## src/rtl/cpu_sequencer_if.sv

```systemverilog
// Decoded-field inputs and phase strobes between the instruction sequencer and the CPU datapath.
interface cpu_sequencer_if;
  logic       en;
  logic [1:0] ins_byte;
  logic [1:0] ins_mode;
  logic [1:0] ins_ot;
  logic [3:0] ins_opcode;
  logic       ins_load;
  logic       ins2_load;
  logic       pc_inc;
  logic       pc_load;
  logic       op1_load;
  logic       op2_load;
  logic       ram_rd;
  logic       reg_load;
  logic       instr_done;
  logic       busy;
  logic       fault;
  logic [2:0] state;

  modport master (
    output en, ins_byte, ins_mode, ins_ot, ins_opcode,
    input  ins_load, ins2_load, pc_inc, pc_load, op1_load, op2_load,
           ram_rd, reg_load, instr_done, busy, fault, state
  );

  modport slave (
    input  en, ins_byte, ins_mode, ins_ot, ins_opcode,
    output ins_load, ins2_load, pc_inc, pc_load, op1_load, op2_load,
           ram_rd, reg_load, instr_done, busy, fault, state
  );
endinterface

```

## src/rtl/cpu_sequencer.sv

```systemverilog
// Multi-cycle Moore sequencer stepping fetch/decode/operand/execute/writeback
// and issuing one strobe set per phase; illegal encodings park it in a sticky fault.
module cpu_sequencer (
  input logic            clk,
  input logic            rst,
  cpu_sequencer_if.slave bus
);

  typedef enum logic [2:0] {
    IDLE    = 3'd0,
    FETCH   = 3'd1,
    DECODE  = 3'd2,
    FETCH2  = 3'd3,
    MEM     = 3'd4,
    OPERAND = 3'd5,
    EXEC    = 3'd6,
    WB      = 3'd7
  } state_t;

  state_t state_q, state_d;
  logic   fault_q, fault_d;
  logic   direct_q;
  logic   illegal;
  logic   is_jump;

  // Mode is captured at DECODE so FETCH2 does not depend on the live splitter fields.
  always_ff @(posedge clk) begin
    if (rst) begin
      state_q  <= IDLE;
      fault_q  <= 1'b0;
      direct_q <= 1'b0;
    end else begin
      state_q <= state_d;
      fault_q <= fault_d;
      if (state_q == DECODE)
        direct_q <= (bus.ins_mode == 2'b10);
    end
  end

  always_comb begin
    illegal = !((bus.ins_byte == 2'b01) || (bus.ins_byte == 2'b10))
            || (bus.ins_mode == 2'b11)
            || (bus.ins_ot == 2'b11)
            || ((bus.ins_mode == 2'b10) && (bus.ins_byte == 2'b01));
    is_jump = (bus.ins_ot == 2'b00) && (bus.ins_opcode == 4'hF);
  end

  // FAULT shares the IDLE encoding; the fault flag alone blocks restart.
  always_comb begin
    state_d = state_q;
    fault_d = fault_q;
    unique case (state_q)
      IDLE:    if (bus.en && !fault_q) state_d = FETCH;
      FETCH:   state_d = DECODE;
      DECODE: begin
        if (illegal) begin
          state_d = IDLE;
          fault_d = 1'b1;
        end else if (bus.ins_byte == 2'b10) begin
          state_d = FETCH2;
        end else begin
          state_d = OPERAND;
        end
      end
      FETCH2:  state_d = direct_q ? MEM : OPERAND;
      MEM:     state_d = OPERAND;
      OPERAND: state_d = EXEC;
      EXEC:    state_d = WB;
      WB:      state_d = bus.en ? FETCH : IDLE;
      default: state_d = IDLE;
    endcase
  end

  always_comb begin
    bus.ins_load   = 1'b0;
    bus.ins2_load  = 1'b0;
    bus.pc_inc     = 1'b0;
    bus.pc_load    = 1'b0;
    bus.op1_load   = 1'b0;
    bus.op2_load   = 1'b0;
    bus.ram_rd     = 1'b0;
    bus.reg_load   = 1'b0;
    bus.instr_done = 1'b0;
    unique case (state_q)
      FETCH: begin
        bus.ins_load = 1'b1;
        bus.pc_inc   = 1'b1;
      end
      FETCH2: begin
        bus.ins2_load = 1'b1;
        bus.pc_inc    = 1'b1;
      end
      MEM:     bus.ram_rd = 1'b1;
      OPERAND: begin
        bus.op1_load = 1'b1;
        bus.op2_load = 1'b1;
      end
      WB: begin
        bus.pc_load    = is_jump;
        bus.reg_load   = !is_jump;
        bus.instr_done = 1'b1;
      end
      default: ;
    endcase
    bus.busy  = (state_q != IDLE);
    bus.fault = fault_q;
    bus.state = state_q;
  end

endmodule

```

## src/flat_wrapper.sv

```systemverilog
// flat-port wrapper written by rule: the top's interface ports become plain ports
module cpu_sequencer_flat 
  (clk, rst, bus_en, bus_ins_byte, bus_ins_mode, bus_ins_ot, bus_ins_opcode, bus_ins_load, bus_ins2_load, bus_pc_inc, bus_pc_load, bus_op1_load, bus_op2_load, bus_ram_rd, bus_reg_load, bus_instr_done, bus_busy, bus_fault, bus_state);
  cpu_sequencer_if bus_i ();
  input logic clk;
  input logic rst;
  input wire logic [$bits(bus_i.en)-1:0] bus_en;
  input wire logic [$bits(bus_i.ins_byte)-1:0] bus_ins_byte;
  input wire logic [$bits(bus_i.ins_mode)-1:0] bus_ins_mode;
  input wire logic [$bits(bus_i.ins_ot)-1:0] bus_ins_ot;
  input wire logic [$bits(bus_i.ins_opcode)-1:0] bus_ins_opcode;
  output wire logic [$bits(bus_i.ins_load)-1:0] bus_ins_load;
  output wire logic [$bits(bus_i.ins2_load)-1:0] bus_ins2_load;
  output wire logic [$bits(bus_i.pc_inc)-1:0] bus_pc_inc;
  output wire logic [$bits(bus_i.pc_load)-1:0] bus_pc_load;
  output wire logic [$bits(bus_i.op1_load)-1:0] bus_op1_load;
  output wire logic [$bits(bus_i.op2_load)-1:0] bus_op2_load;
  output wire logic [$bits(bus_i.ram_rd)-1:0] bus_ram_rd;
  output wire logic [$bits(bus_i.reg_load)-1:0] bus_reg_load;
  output wire logic [$bits(bus_i.instr_done)-1:0] bus_instr_done;
  output wire logic [$bits(bus_i.busy)-1:0] bus_busy;
  output wire logic [$bits(bus_i.fault)-1:0] bus_fault;
  output wire logic [$bits(bus_i.state)-1:0] bus_state;
  assign bus_i.en = bus_en;
  assign bus_i.ins_byte = bus_ins_byte;
  assign bus_i.ins_mode = bus_ins_mode;
  assign bus_i.ins_ot = bus_ins_ot;
  assign bus_i.ins_opcode = bus_ins_opcode;
  assign bus_ins_load = bus_i.ins_load;
  assign bus_ins2_load = bus_i.ins2_load;
  assign bus_pc_inc = bus_i.pc_inc;
  assign bus_pc_load = bus_i.pc_load;
  assign bus_op1_load = bus_i.op1_load;
  assign bus_op2_load = bus_i.op2_load;
  assign bus_ram_rd = bus_i.ram_rd;
  assign bus_reg_load = bus_i.reg_load;
  assign bus_instr_done = bus_i.instr_done;
  assign bus_busy = bus_i.busy;
  assign bus_fault = bus_i.fault;
  assign bus_state = bus_i.state;
  cpu_sequencer u_core (.clk(clk), .rst(rst), .bus(bus_i));
endmodule
```

## config.mk

```make
export PLATFORM = sky130hd
export DESIGN_NAME = cpu_sequencer_flat
export DESIGN_NICKNAME = d
export VERILOG_FILES = /design/src/rtl/cpu_sequencer_if.sv /design/src/rtl/cpu_sequencer.sv /design/src/flat_wrapper.sv
export SDC_FILE = /design/constraint.sdc
export NUM_CORES = 1
export LEC_CHECK = 0
export ABC_AREA = 0
export CAP_MARGIN = 10
export CORE_AREA = 2 2 39 41
export CTS_CLUSTER_SIZE = 8
export DETAILED_ROUTE_END_ITERATION = 10
export DIE_AREA = 0 0 41 43
export PLACE_DENSITY = 0.81
export SLEW_MARGIN = 15
export SYNTH_ARGS = -nofsm -noshare
export SYNTH_HDL_FRONTEND = slang
export SYNTH_SLANG_ARGS = --single-unit
```

## constraint.sdc

```tcl
create_clock -name clk -period 2.9 [get_ports clk]
set_input_delay 0.58 -clock clk [delete_from_list [all_inputs] [get_ports clk]]
set_output_delay 0.58 -clock clk [all_outputs]
set_load 0.01 [all_outputs]
```

# Word level (Yosys, flattened, before mapping)
# Index checks and enable logic that the tools add are counted.
# word_totals
reg_bits,5
in_bits,13
output_inout_bits,14
elab_cells,46
# classes
eq_ne,14
mux,14
n_reduce_logical,15
# ops
operator,n
$pmux W3 S8,1
$eq A3 B3 Y1 const B,4
$mux W1,10
$mux W3,3
$eq A2 B2 Y1 const B,4
$eq A3 B2 Y1 const B,2
$eq A4 B4 Y1 const B,1
$logic_or A1 B1 Y1,4
$eq A3 B1 Y1 const B,1
$logic_and A1 B1 Y1,3
$logic_not A1 Y1,3
$logic_not A3 Y1,1
$reduce_bool A3 Y1,1
$eq A2 B1 Y1 const B,1
$logic_not A2 Y1,1
$ne A2 B1 Y1 const B,1
$reduce_and A2 Y1,1
$reduce_or A2 Y1,1

# Depth between registers and ports, before layout
# Gate-level depths: netlist (run 1).
# logic_depth
ltp_word,8
depth_mapped,5
depth_no_buf,5

# Least setup slack after synthesis (run 1)
# Ideal clock, no wire load.
# synth_path
path_kind,reg-to-output
startpoint,"register u_core.state_q[1], in the netlist u_core.bus.state[1]"
endpoint,output port bus_pc_load
arrival_ps,1088
required_ps,2320
setup_slack_ps,1232
stages_incl_launch_ff,4
path_buffers,1
path_cell_list,dfxtp_1 buf_4 nand3_1 nor4_1
# synth_between
elab_chain_cells,2
# synth_lines
element,line_no,source
from (decl),cpu_sequencer.sv:20,"state_t state_q, state_d;"
from (signal assigned),cpu_sequencer.sv:33,state_q <= state_d;
$eq A3 B3 Y1,cpu_sequencer.sv:84,unique case (state_q)
$mux W1,cpu_sequencer.sv:84,
to (decl),flat_wrapper.sv:15,output wire logic [$bits(bus_i.pc_load)-1:0] bus_pc_load;
# Every way passes these cells.

# Worst setup path after layout (run 1)
# layout_path
startpoint,input port bus_ins_opcode[2]
endpoint,output port bus_pc_load
# layout_between
elab_chain_cells,3
# layout_lines
element,line_no,source
from (decl),flat_wrapper.sv:11,input wire logic [$bits(bus_i.ins_opcode)-1:0] bus_ins_opcode;
$eq A4 B4 Y1,cpu_sequencer.sv:45,is_jump = (bus.ins_ot == 2'b00) && (bus.ins_opcode == 4'hF);
$logic_and A1 B1 Y1,cpu_sequencer.sv:45,
$mux W1,cpu_sequencer.sv:84,
# Every way passes these cells.

==> flow_metrics.env, run 1 <==
export IMPL_wl_per_cell_um=11.1
export IMPL_nets=93
export IMPL_status="finished, final reports clean"
export IMPL_grt_overflow_total=0
export IMPL_critPathSlowestCell="clkdlybuf4s50_1"
export IMPL_cts_hold_buf=0
export IMPL_hpwl_um=830
export IMPL_cpLargestDelayFamily="buffers and inverters"
export IMPL_hold_path_class="reg -> reg"
export IMPL_cap_violations=0
export IMPL_ys_seq_area_share_pct=22.6
export IMPL_worst_slew_pin_slew_ns=0.415
export IMPL_p_switching_uw=66.8
export IMPL_drt_iter0_markers=1
export IMPL_ys_flop_type="dfxtp_1"
export IMPL_crit_path_start_kind="primary input"
export IMPL_clk_latency_ns=0.24
export IMPL_start_util_pct=32.0
export IMPL_antenna_found_initial=0
export IMPL_ys_ff_latch=5
export IMPL_syn_nets=66
export IMPL_regArea_um2=100
export IMPL_critPathMaxStageDelay_ns=0.58
export IMPL_crit_chain="clkdlybuf4s50_1 > nand4_1 > nor4_1 > clkdlybuf4s50_1"
export IMPL_cts_setup_buffers=0
export IMPL_n_fill_cell=136
export IMPL_final_period_utilization_pct=85.6
export IMPL_cts_tree="built"
export IMPL_clock_path_buffers=2
export IMPL_setup_viol=0
export IMPL_maxSlewViolCount=0
export IMPL_post_place_ws_ns=0.412
export IMPL_design_area_um2=716
export IMPL_die_h_um=43
export IMPL_synth_avg_cell_area_um2=8.68
export IMPL_dr_pass1_iters=3
export IMPL_insertedDiodeCount=0
export IMPL_fin_crit_ns=2.48
export IMPL_hold_viol_final=0
export IMPL_dieArea_um2=1760
export IMPL_cp_arrival_ns=1.90
export IMPL_synthArstFlopShare_pct=0
export IMPL_grt_pass1_vias=414
export IMPL_fin_skew_ns=0.000514
export IMPL_finalWorstSetupSlack_ns=0.418
export IMPL_fmax_mhz=403
export IMPL_place_area_um2=689
export IMPL_coreArea_um2=1380
export IMPL_seqPwrFrac_pct=33.5
export IMPL_hold_slack_ns=0.471
export IMPL_p_int_uw=176
export IMPL_numCtsBuffers=3
export IMPL_synth_edf_count=0
export IMPL_clkPwrFrac_pct=32.7
export IMPL_place_congestion=0.776
export IMPL_via_count=465
export IMPL_clockRootBuffer="clkbuf_4"
export IMPL_final_util_pct=51.7
export IMPL_irDropWorstVdd_v=0.000218
export IMPL_grt_pass1_wl_um=1700
export IMPL_area_delta_synth_final_pct=61.6
export IMPL_syn_area_um2=443
export IMPL_vias_per_cell=5.00
export IMPL_setup_tns_ns=0
export IMPL_cts_resized=0
export IMPL_rsz0062_at_grt="no"
export IMPL_swShare_pct=27.5
export IMPL_drc=0
export IMPL_path_max_fanout=2
export IMPL_cts_reportedPaths_clkPinSlew_ns=0.04
export IMPL_cpMostUsedCell="clkdlybuf4s50_1"
export IMPL_clock_sinks=5
export IMPL_die_x_um=41
export IMPL_crit_type="in -> out"
export IMPL_yosys_warnings=0
export IMPL_cts_htree_levels=1
export IMPL_track_usage_pct=14.5
export IMPL_slew_headroom_pct=72.3
export IMPL_detail_route_antenna_nets=0
export IMPL_crit_path_end_kind="output port"
export IMPL_grt_max_degree=13
export IMPL_io_pins=27
export IMPL_final_layout_size_suffix_gt1_share_pct=16.9
export IMPL_synth_distinct_cells=31
export IMPL_pwr_density_cell_nw_per_um2=339
export IMPL_synth_cells=51
export IMPL_leakagePower_nw=0.266
export IMPL_required_ns=2.32
export IMPL_io_buffers=26
export IMPL_routed_wl_um=1030
export IMPL_p_comb_share_pct=33.8
export IMPL_rows=14
export IMPL_worst_path_buf_inv=2
export IMPL_multiInputGateArea_um2=294
-- sequential cells by signal (all words and copies together) (netlist names) --
register,cells
u_core.bus.fault,1
u_core.bus.state,3
u_core.direct_q,1
-- tightest hold or removal path, delay by kind of cell (launching register included) --
| kind | cells | cell delay (ns) |
|---|---|---|
| DFF | 1 | 0.30 |
| AOI/OAI and AO/OA | 1 | 0.05 |
| and+or+nand+nor | 1 | 0.06 |
-- placed cells by master (no fill, tap or decap), types with 2 or more instances in the layout --
cell / n
dfxtp_1: 5
a211oi_2: 2
o21ai_0: 3
ha_1: 2
clkbuf_4: 3
nor2_1: 3
nor3_1: 3
a21oi_1: 3
inv_1: 4
and2_2: 2
clkdlybuf4s50_1: 26
-- cells in the mapped netlist (2+ instances only) --
| cell | n | share of area (%) |
|---|---|---|
| a211oi_2 | 2 | 5.6 |
| a21oi_1 | 3 | 3.4 |
| and2_2 | 2 | 3.4 |
| buf_4 | 3 | 5.1 |
| dfxtp_1 | 5 | 23 |
| ha_1 | 2 | 5.6 |
| inv_1 | 4 | 3.4 |
| nor2_1 | 3 | 2.5 |
| nor3_1 | 3 | 3.4 |
| o21ai_0 | 3 | 3.4 |
-- routing by layer --
layer	vias to the layer above	track usage (%)	routed length, um
met5	-	0	0
met3	2	7.85	62
met1	219	16.5	445
met2	12	21.6	510
li1	232	-	-
met4	0	6.00	10
-- path summary, 6_finish.rpt --
kind	from	to	slack (ns)	cells after the start
worst max-delay path	bus_ins_opcode[2]	bus_pc_load	0.42	4
worst min-delay path	u_core.direct_q	u_core.direct_q	0.47	2
worst max register to register	u_core.bus.state[2]	u_core.bus.state[0]	1.62	3
worst min register to register	u_core.direct_q	u_core.direct_q	0.47	2
-- final cells by class --
| cell class | instances | area share (%) |
|---|---|---|
| Timing Repair Buffer | 26 | 36.4 |
| Clock buffer | 4 | 3.67 |
| Inverter | 4 | 2.10 |
| Tap cell | 16 | 2.80 |
| Multi-Input combinational cell | 38 | 41.1 |
| Sequential cell | 5 | 14.0 |
-- logic make-up after synthesis --
| group | Yosys count | share of synthesized area [%] |
|---|---|---|
| compound gates | 14 | 24.0 |
| xor+xnor | 1 | 1.98 |
| simple gates | 21 | 34.7 |
| flops | 5 | 22.6 |
| fa+ha+maj | 2 | 5.65 |
| buf+inv | 8 | 11.0 |
-- power by group through the flow --
stage               Sequential (mW)  Clock (mW)  Combinational [mW]
floorplan                    0.0769           0              0.0483
global placement             0.0823           0              0.0810
detailed placement           0.0826           0              0.0826
CTS                          0.0814      0.0827              0.0829
global route                 0.0821      0.0875              0.0894
finish                       0.0812      0.0794              0.0822
-- per-stage QoR --
step	cells	power (mW)
6_report	93	0.243
3_5_place_dp	89	0.165
3_3_place_gp	89	0.163
2_1_floorplan	51	0.125
5_1_grt	93	0.259
4_1_cts	93	0.247
(Power assumes the default switching activity.)
==> run 2: changes to the inputs <==
HOLD_SLACK_MARGIN = 0.08   (was not set)
PLACE_DENSITY = 0.74   (was 0.81)
==> run 2 against run 1 <==
Critical path type unchanged. Setup slack got worse by 0.011 ns. Die area stayed put. Critical path depth is the same.
==> flow_metrics.env, run 2 (synthesis gave the netlist of run 1 again) <==
export IMPL_cap_violations=0
export IMPL_post_place_ws_ns=0.396
export IMPL_cts_reportedPaths_clkPinSlew_ns=0.04
export IMPL_cpMostUsedCell="clkdlybuf4s50_1"
export IMPL_dieArea_um2=1760
export IMPL_insertedDiodeCount=0
export IMPL_grt_overflow_total=0
export IMPL_fmax_mhz=401
export IMPL_numCtsBuffers=3
export IMPL_maxSlewViolCount=0
export IMPL_rows=14
export IMPL_rsz0062_at_grt="no"
export IMPL_final_layout_size_suffix_gt1_share_pct=16.9
export IMPL_vias_per_cell=5.02
export IMPL_path_max_fanout=2
export IMPL_largest_reg_flops=3
export IMPL_place_area_um2=689
export IMPL_clock_path_buffers=2
export IMPL_leakagePower_nw=0.266
export IMPL_critPathMaxStageDelay_ns=0.58
export IMPL_track_usage_pct=14.0
export IMPL_grt_max_degree=13
export IMPL_setup_tns_ns=0
export IMPL_clk_latency_ns=0.24
export IMPL_final_util_pct=51.7
export IMPL_fin_crit_ns=2.49
export IMPL_hpwl_um=833
export IMPL_fin_skew_ns=0.00295
export IMPL_layout_common_cells="clkdlybuf4s50_1 (26), dfxtp_1 (5), inv_1 (4)"
export IMPL_required_ns=2.32
export IMPL_drc=0
export IMPL_nets=93
export IMPL_crit_chain="clkdlybuf4s50_1 > nand4_1 > nor4_1 > clkdlybuf4s50_1"
export IMPL_die_x_um=41
export IMPL_slew_headroom_pct=71.7
export IMPL_start_util_pct=32.0
export IMPL_dr_pass1_iters=4
export IMPL_routed_wl_um=1030
export IMPL_rrSetupSlack_ns=1.61
export IMPL_detail_route_antenna_nets=0
export IMPL_crit_type="in -> out"
export IMPL_status="finished, final reports clean"
export IMPL_cts_tree="built"
export IMPL_antenna_found_initial=0
export IMPL_worst_slew_pin_slew_ns=0.424
export IMPL_finalWorstSetupSlack_ns=0.407
export IMPL_pwr_density_cell_nw_per_um2=340
export IMPL_crit_path_end_kind="output port"
export IMPL_io_pins=27
export IMPL_hold_viol_final=0
export IMPL_final_common_cell="clkdlybuf4s50_1"
export IMPL_setup_viol=0
export IMPL_hold_path_class="reg -> reg"
export IMPL_io_buffers=26
export IMPL_cts_htree_levels=1
export IMPL_cts_resized=0
export IMPL_crit_path_start_kind="primary input"
export IMPL_design_area_um2=716
export IMPL_cp_arrival_ns=1.91
export IMPL_wl_per_cell_um=11.0
export IMPL_irDropWorstVdd_v=0.000359
export IMPL_clock_sinks=5
export IMPL_die_h_um=43
export IMPL_area_delta_synth_final_pct=61.6
export IMPL_via_count=467
export IMPL_cts_setup_buffers=0
export IMPL_final_period_utilization_pct=86.0
export IMPL_grt_pass1_vias=422
export IMPL_clockRootBuffer="clkbuf_4"
export IMPL_coreArea_um2=1380
export IMPL_grt_pass1_wl_um=1720
export IMPL_place_congestion=0.756
export IMPL_critPathSlowestCell="clkdlybuf4s50_1"
export IMPL_cts_hold_buf=0
export IMPL_drt_iter0_markers=9
export IMPL_n_fill_cell=140
## run 2: path summary, 6_finish.rpt
| check | end | cells past startpoint | start |
|---|---|---|---|
| setup / recovery | bus_pc_load | 4 | bus_ins_opcode[3] |
| hold / removal | u_core.direct_q | 2 | u_core.direct_q |
| setup reg to reg | u_core.bus.state[0] | 3 | u_core.bus.state[0] |
| hold reg to reg | u_core.direct_q | 2 | u_core.direct_q |
## run 2: layout make-up
class / count / area, um^2 / share of cell area [%]
Multi-Input combinational cell: 38 / 294 / 41.1
Clock buffer: 4 / 26.3 / 3.67
Timing Repair Buffer: 26 / 260 / 36.4
Inverter: 4 / 15.0 / 2.10
Tap cell: 16 / 20.0 / 2.80
Sequential cell: 5 / 100 / 14.0
## run 2: layer usage
metal | GRT usage, % | vias to the layer above | routed length (um)
met3 | 6.28 | 2 | 75
met1 | 17.4 | 212 | 447
met2 | 20.6 | 20 | 498
met4 | 4.67 | 0 | 5
li1 | - | 233 | -
met5 | 0 | - | 0
## run 2: power by group
group / internal (mW) / switching (mW)
combinational: 0.0516 / 0.0302
clock: 0.0520 / 0.0276
sequential: 0.0725 / 0.00913
## run 2: metrics by stage
stage	std cells	power [mW]	hold WS [ns]
finish	93	0.243	0.488
global route	93	0.260	0.493
CTS	93	0.245	0.486
detailed placement	89	0.165	0.479
global placement	89	0.164	0.458
floorplan	51	0.125	0.435
## run 2: worst max-delay path, delay by kind of cell
family                 cells  cell delay, ns
buffers and inverters      2            1.04
and+or+nand+nor            2            0.29
==> run 3: changes to the inputs <==
SLEW_MARGIN = 20   (was 15)
==> results of run 3 <==
No change in the layout: final DEF, timing and power equal those of run 2.
